`src/rtl/imem_boot_loader_if.sv`:
```
// Host-to-loader program word stream: valid/ready handshake plus start and last qualifiers.
interface imem_boot_loader_if;
  logic        host_start;
  logic        host_valid;
  logic [31:0] host_word;
  logic        host_last;
  logic        host_ready;

  modport master (
    output host_start,
    output host_valid,
    output host_word,
    output host_last,
    input  host_ready
  );

  modport slave (
    input  host_start,
    input  host_valid,
    input  host_word,
    input  host_last,
    output host_ready
  );
endinterface

```
`src/rtl/imem_boot_loader.sv`:
```
// Instruction-memory boot loader: streams host words into the imem load port,
// holds the CPU in reset while loading and for RESET_HOLD cycles afterwards.
module imem_boot_loader #(
  parameter int DEPTH      = 256,
  parameter int ADDR_W     = 8,
  parameter int RESET_HOLD = 4
) (
  input  logic                clk,
  input  logic                Reset,
  imem_boot_loader_if.slave   host,
  output logic                LoadInstructions,
  output logic [31:0]         Instruction,
  output logic [31:0]         load_addr,
  output logic                cpu_reset,
  output logic                running,
  output logic [ADDR_W:0]     word_count,
  output logic                load_err
);

  localparam int HoldW = $clog2(RESET_HOLD + 1);
  localparam logic [ADDR_W:0]  DepthCnt = (ADDR_W + 1)'(DEPTH);
  localparam logic [HoldW-1:0] HoldInit = HoldW'(RESET_HOLD);
  localparam logic [HoldW-1:0] HoldOne  = HoldW'(1);

  typedef enum logic [2:0] {
    IDLE,
    LOAD,
    HOLD,
    RUN,
    ERR
  } state_t;

  state_t           state;
  state_t           stateNext;
  logic [HoldW-1:0] holdCnt;
  logic [HoldW-1:0] holdNext;
  logic [ADDR_W:0]  countNext;
  logic             strobeNext;
  logic [31:0]      instrNext;
  logic [31:0]      addrNext;
  logic             hostReady;
  logic             accept;

  // A start pulse always wins over a word offered in the same cycle.
  assign hostReady       = (state == LOAD) && !host.host_start && (word_count < DepthCnt);
  assign host.host_ready = hostReady;
  assign accept          = hostReady && host.host_valid;

  always_comb begin
    stateNext  = state;
    holdNext   = holdCnt;
    countNext  = word_count;
    strobeNext = 1'b0;
    instrNext  = Instruction;
    addrNext   = load_addr;

    case (state)
      IDLE: begin
        if (host.host_start) begin
          stateNext = LOAD;
          countNext = '0;
        end
      end

      LOAD: begin
        if (host.host_start) begin
          countNext = '0;
        end else if (accept) begin
          strobeNext = 1'b1;
          instrNext  = host.host_word;
          addrNext   = {{(30 - ADDR_W){1'b0}}, word_count[ADDR_W-1:0], 2'b00};
          countNext  = word_count + 1'b1;
          if (host.host_last) begin
            stateNext = HOLD;
            holdNext  = HoldInit;
          end
        end else if (host.host_valid && (word_count == DepthCnt)) begin
          stateNext = ERR;
        end
      end

      HOLD: begin
        if (host.host_start) begin
          stateNext = LOAD;
          countNext = '0;
        end else if (holdCnt <= HoldOne) begin
          stateNext = RUN;
          holdNext  = '0;
        end else begin
          holdNext = holdCnt - 1'b1;
        end
      end

      RUN, ERR: begin
        if (host.host_start) begin
          stateNext = LOAD;
          countNext = '0;
        end
      end

      default: begin
        stateNext = IDLE;
      end
    endcase
  end

  // cpu_reset, running and load_err are decoded from the next state so they
  // change cleanly on the same edge as the state register.
  always_ff @(posedge clk) begin
    if (Reset) begin
      state            <= IDLE;
      holdCnt          <= '0;
      word_count       <= '0;
      LoadInstructions <= 1'b0;
      Instruction      <= '0;
      load_addr        <= '0;
      cpu_reset        <= 1'b1;
      running          <= 1'b0;
      load_err         <= 1'b0;
    end else begin
      state            <= stateNext;
      holdCnt          <= holdNext;
      word_count       <= countNext;
      LoadInstructions <= strobeNext;
      Instruction      <= instrNext;
      load_addr        <= addrNext;
      cpu_reset        <= (stateNext != RUN);
      running          <= (stateNext == RUN);
      load_err         <= (stateNext == ERR);
    end
  end

endmodule

```
`src/flat_wrapper.sv`:
```
// flat-port wrapper written by rule: the top's interface ports become plain ports
module imem_boot_loader_flat 
#(
  parameter int DEPTH      = 256,
  parameter int ADDR_W     = 8,
  parameter int RESET_HOLD = 4
)
  (clk, Reset, LoadInstructions, Instruction, load_addr, cpu_reset, running, word_count, load_err, host_host_start, host_host_valid, host_host_word, host_host_last, host_host_ready);
  imem_boot_loader_if host_i ();
  input  logic clk;
  input  logic Reset;
  output logic LoadInstructions;
  output logic [31:0] Instruction;
  output logic [31:0] load_addr;
  output logic cpu_reset;
  output logic running;
  output logic [ADDR_W:0] word_count;
  output logic load_err;
  input wire logic [$bits(host_i.host_start)-1:0] host_host_start;
  input wire logic [$bits(host_i.host_valid)-1:0] host_host_valid;
  input wire logic [$bits(host_i.host_word)-1:0] host_host_word;
  input wire logic [$bits(host_i.host_last)-1:0] host_host_last;
  output wire logic [$bits(host_i.host_ready)-1:0] host_host_ready;
  assign host_i.host_start = host_host_start;
  assign host_i.host_valid = host_host_valid;
  assign host_i.host_word = host_host_word;
  assign host_i.host_last = host_host_last;
  assign host_host_ready = host_i.host_ready;
  imem_boot_loader #(.DEPTH(DEPTH), .ADDR_W(ADDR_W), .RESET_HOLD(RESET_HOLD)) u_core (.clk(clk), .Reset(Reset), .host(host_i), .LoadInstructions(LoadInstructions), .Instruction(Instruction), .load_addr(load_addr), .cpu_reset(cpu_reset), .running(running), .word_count(word_count), .load_err(load_err));
endmodule
```
`config.mk`:
```
export PLATFORM = sky130hd
export DESIGN_NAME = imem_boot_loader_flat
export DESIGN_NICKNAME = d
export VERILOG_FILES = /design/src/rtl/imem_boot_loader_if.sv /design/src/rtl/imem_boot_loader.sv /design/src/flat_wrapper.sv
export SDC_FILE = /design/constraint.sdc
export NUM_CORES = 1
export LEC_CHECK = 0
export ABC_CLOCK_PERIOD_IN_PS = 1800
export CAP_MARGIN = 20
export CORE_ASPECT_RATIO = 1.2
export CORE_MARGIN = 3
export CORE_UTILIZATION = 41
export CTS_CLUSTER_SIZE = 14
export DETAILED_ROUTE_END_ITERATION = 7
export PLACE_DENSITY_LB_ADDON = 0.25
export SYNTH_ARGS = -nofsm -noshare
export SYNTH_HDL_FRONTEND = slang
export SYNTH_SLANG_ARGS = --single-unit
```
`constraint.sdc`:
```
create_clock -name clk -period 1.8 [get_ports clk]
set_clock_uncertainty 0.05 [all_clocks]
set_input_delay 0.18 -clock clk [delete_from_list [all_inputs] [get_ports clk]]
set_output_delay 0.18 -clock clk [all_outputs]
set_load 0.02 [all_outputs]
```
==> impl_metrics.toml <==
[run_status]
status = "finished clean"

[critical_path]
r2r_start = "u_core.state[0]$_SDFF_PP0_"
crit_start = "u_core.word_count[1]$_SDFFE_PP0P_"
crit_buf_inv = 2
path_delay_family = "buffers and inverters"
start_kind = "flip-flop"
max_stage_delay_ps = 610
end_kind = "output pin"
cp_max_fo = 5
cp.arrival_ps = 1480
crit_type = "flip-flop to output pin"
crit_required_ps = 1570
cp_slowest_cell = "clkdlybuf4s50_1"
crit_chain = "buf_4 > clkdlybuf4s50_1"

[die]
ioPinCount = 115
die_h_um = 92.4
fp.dieW_um = 78.0
initial_core_util_pct = 43.6
dieArea_um2 = 7210
rows = 30
core-area_um2 = 5860

[layout]
fillers = 508
instances_no_fill = 502
syn2layout_area_growth_pct = 48.4
final_nets = 458
insertedDiodeCount = 0
design_area_um2 = 3780
drive_above_1_share_pct = 10.2

[cts]
clkTransAtPathRegs_ps = 70
cts.sinks = 59
clock_latency_ps = 330
root_buffer = "clkbuf_8"
htreeDepth = 3
cts_hold_buf = 0
numCtsBuffers = 9
cts_setup_buffers = 0
cts_buffer_depth = 2
cts_tree = "yes"

[sta]
max_freq_mhz = 584
setup_viol = 0
rsz0062_at_grt = "no"
drv_slew = 0
holdWs_ps = 122
fin_tns_setup_ps = 0
finalHoldViolCount = 0
period_minus_slack_ps = 1710
min_period_over_period_pct = 95.1

[logic_synthesis]
syn_inst = 316
synth_top_family_by_area = "simple AND/OR/NAND/NOR gates"
avgSynthCellArea_um2 = 8.07
synth_top_area_cell = "dfxtp_1"
synth_compound_area_share_pct = 16.0
synth_async_sr_flop_share_pct = 0
synth_xor_area_share_pct = 0
yosys-top-cells-area = "dfxtp_1, nand2_1, a21oi_1"
synth_fa_ha_area_share_pct = 1.96
yosysUniqueCellTypes = 41
synth-simple-area-share_pct = 22.9
synth_ff_type = "dfxtp_1"
synth_edf_count = 0
yosys.area.top_type_share_pct = 46.3
synth_seq_cells = 59
ys_warn_count = 0
synth-seq-area-share_pct = 46.3
yosys-mux-area-fraction_pct = 0.785
synth_area_um2 = 2550

[route]
vias_per_cell = 4.80
drt_iter0_drc = 108
routedWlPerCell_um = 12.8
wl_mm = 6.41
firstDrtPassIters = 4
ant_nets = 0
drc_errors = 0
vias = 2410

[global_route]
antenna_found_initial = 0
grt_pass1_wl_mm = 10.2
grt_max_degree = 40
first_global_vias = 2270
grt_usage_pct = 17.7
grt_overflow = 0

[hold_path]
worstHoldStart = "Reset"
hp-class = "primary input to flip-flop"

[placed_design]
finalWeightedCongestion = 0.834
dpl.hpwl_mm = 4.56
portBuffers = 90
dpl_cell_area_um2 = 3560
placed_cells = 486

[power]
peakVddDrop_uv = 749
powerDensity_nw_per_um2 = 791
p_leak_nw = 1.40

[flow_run]
drv_cap = 0
## cell families (layout without fill, tap and decap cells)
group                    Yosys count  count (layout)
AO/OA/AOI/OAI                     71              71
adder cells (fa/ha/maj)            4               4
buffers and inverters             51             134
flip-flops                        59              59
multiplexers                       2               2
other                              1              24
AND/OR/NAND/NOR                  128             128
## final cells by class
cell class,instances,area (µm²),area share [%]
clock inverters,7,91.3,2.41
clock buffers,9,124,3.27
repair buffers,109,1090,28.8
inverters,9,33.8,0.893
multi-input cells,229,1160,30.8
flip-flops and latches,59,1180,31.2
well taps,80,100,2.64
## timing repair
action,CTS,global route
gates resized for setup,1,3
endpoints found under the hold margin,0,0
setup endpoints to repair,1,5
## cell usage after synthesis (2+ instances only)
cell type / instances
nand2_1: 84
dfxtp_1: 59
a21oi_1: 51
buf_4: 26
nor2_1: 10
clkbuf_1: 9
inv_1: 9
or3_1: 7
buf_2: 6
o21ai_0: 6
nand3_1: 5
nor4_1: 5
ha_1: 4
a21o_1: 3
a31oi_1: 2
mux2i_1: 2
nand2b_1: 2
nor3b_1: 2
or4_1: 2
## flip-flops by register name, summed over array words and instances, names as in the netlist
name / flops
u_core.Instruction: 32
u_core.LoadInstructions: 1
u_core.cpu_reset: 1
u_core.holdCnt: 3
u_core.load_addr: 8
u_core.load_err: 1
u_core.running: 1
u_core.state: 3
u_core.word_count: 9
## metrics by stage
| stage | power (W) | setup WS (ps) | util (%) |
|---|---|---|---|
| finish | 0.00300 | 87.8 | 64.6 |
| global route | 0.00311 | 38.9 | 64.6 |
| CTS | 0.00303 | 65.7 | 64.5 |
| detailed placement | 0.00171 | -147 | 60.8 |
| global placement | 0.00171 | -84.8 | 60.8 |
| floorplan | 0.00158 | 212 | - |
## path summary, 6_finish.rpt
path	endpoint	slack [ps]	cells past startpoint
setup / recovery	word_count[1]	90	2
hold / removal	u_core.LoadInstructions$_SDFF_PP0_	120	2
setup reg to reg	u_core.word_count[3]$_SDFFE_PP0P_	160	6
hold reg to reg	u_core.Instruction[12]$_SDFFE_PP0P_	400	2
## cell usage in the layout (no fill, tap or decap), types with 2 or more instances in the layout
master,count
clkinv_2,3
nand2b_1,2
or3_1,7
o21ai_0,6
nand3_1,4
clkbuf_8,9
clkdlybuf4s50_1,87
mux2i_1,2
a21o_1,3
nor4_1,5
ha_1,4
buf_12,4
nor2_1,10
nand2_1,84
buf_4,15
conb_1,24
bufinv_16,2
dfxtp_1,59
nor3b_1,2
a21oi_1,51
inv_1,9
or4_1,2
a31oi_1,2
## metal layers
metal	part of all wire [%]	GRT usage [%]
met3	7.5	5.45
met2	49	29.5
met5	0	0
met4	2.2	8.75
met1	41	20.3
## where the power goes
group | total (W) | switching, W | internal [W]
logic | 0.000340 | 0.000182 | 0.000158
registers | 0.00134 | 0.0000133 | 0.00133
clock network | 0.00131 | 0.000536 | 0.000776
total | 0.00300 | 0.000731 | 0.00226
## worst register-to-register path, delay by kind of cell (launching register included)
family                 cells  cell delay, ps
flip-flops                 1             360
buffers and inverters      2             380
AO/OA/AOI/OAI              3             450
AND/OR/NAND/NOR            1             340
Power figures use the tool's default switching activity.
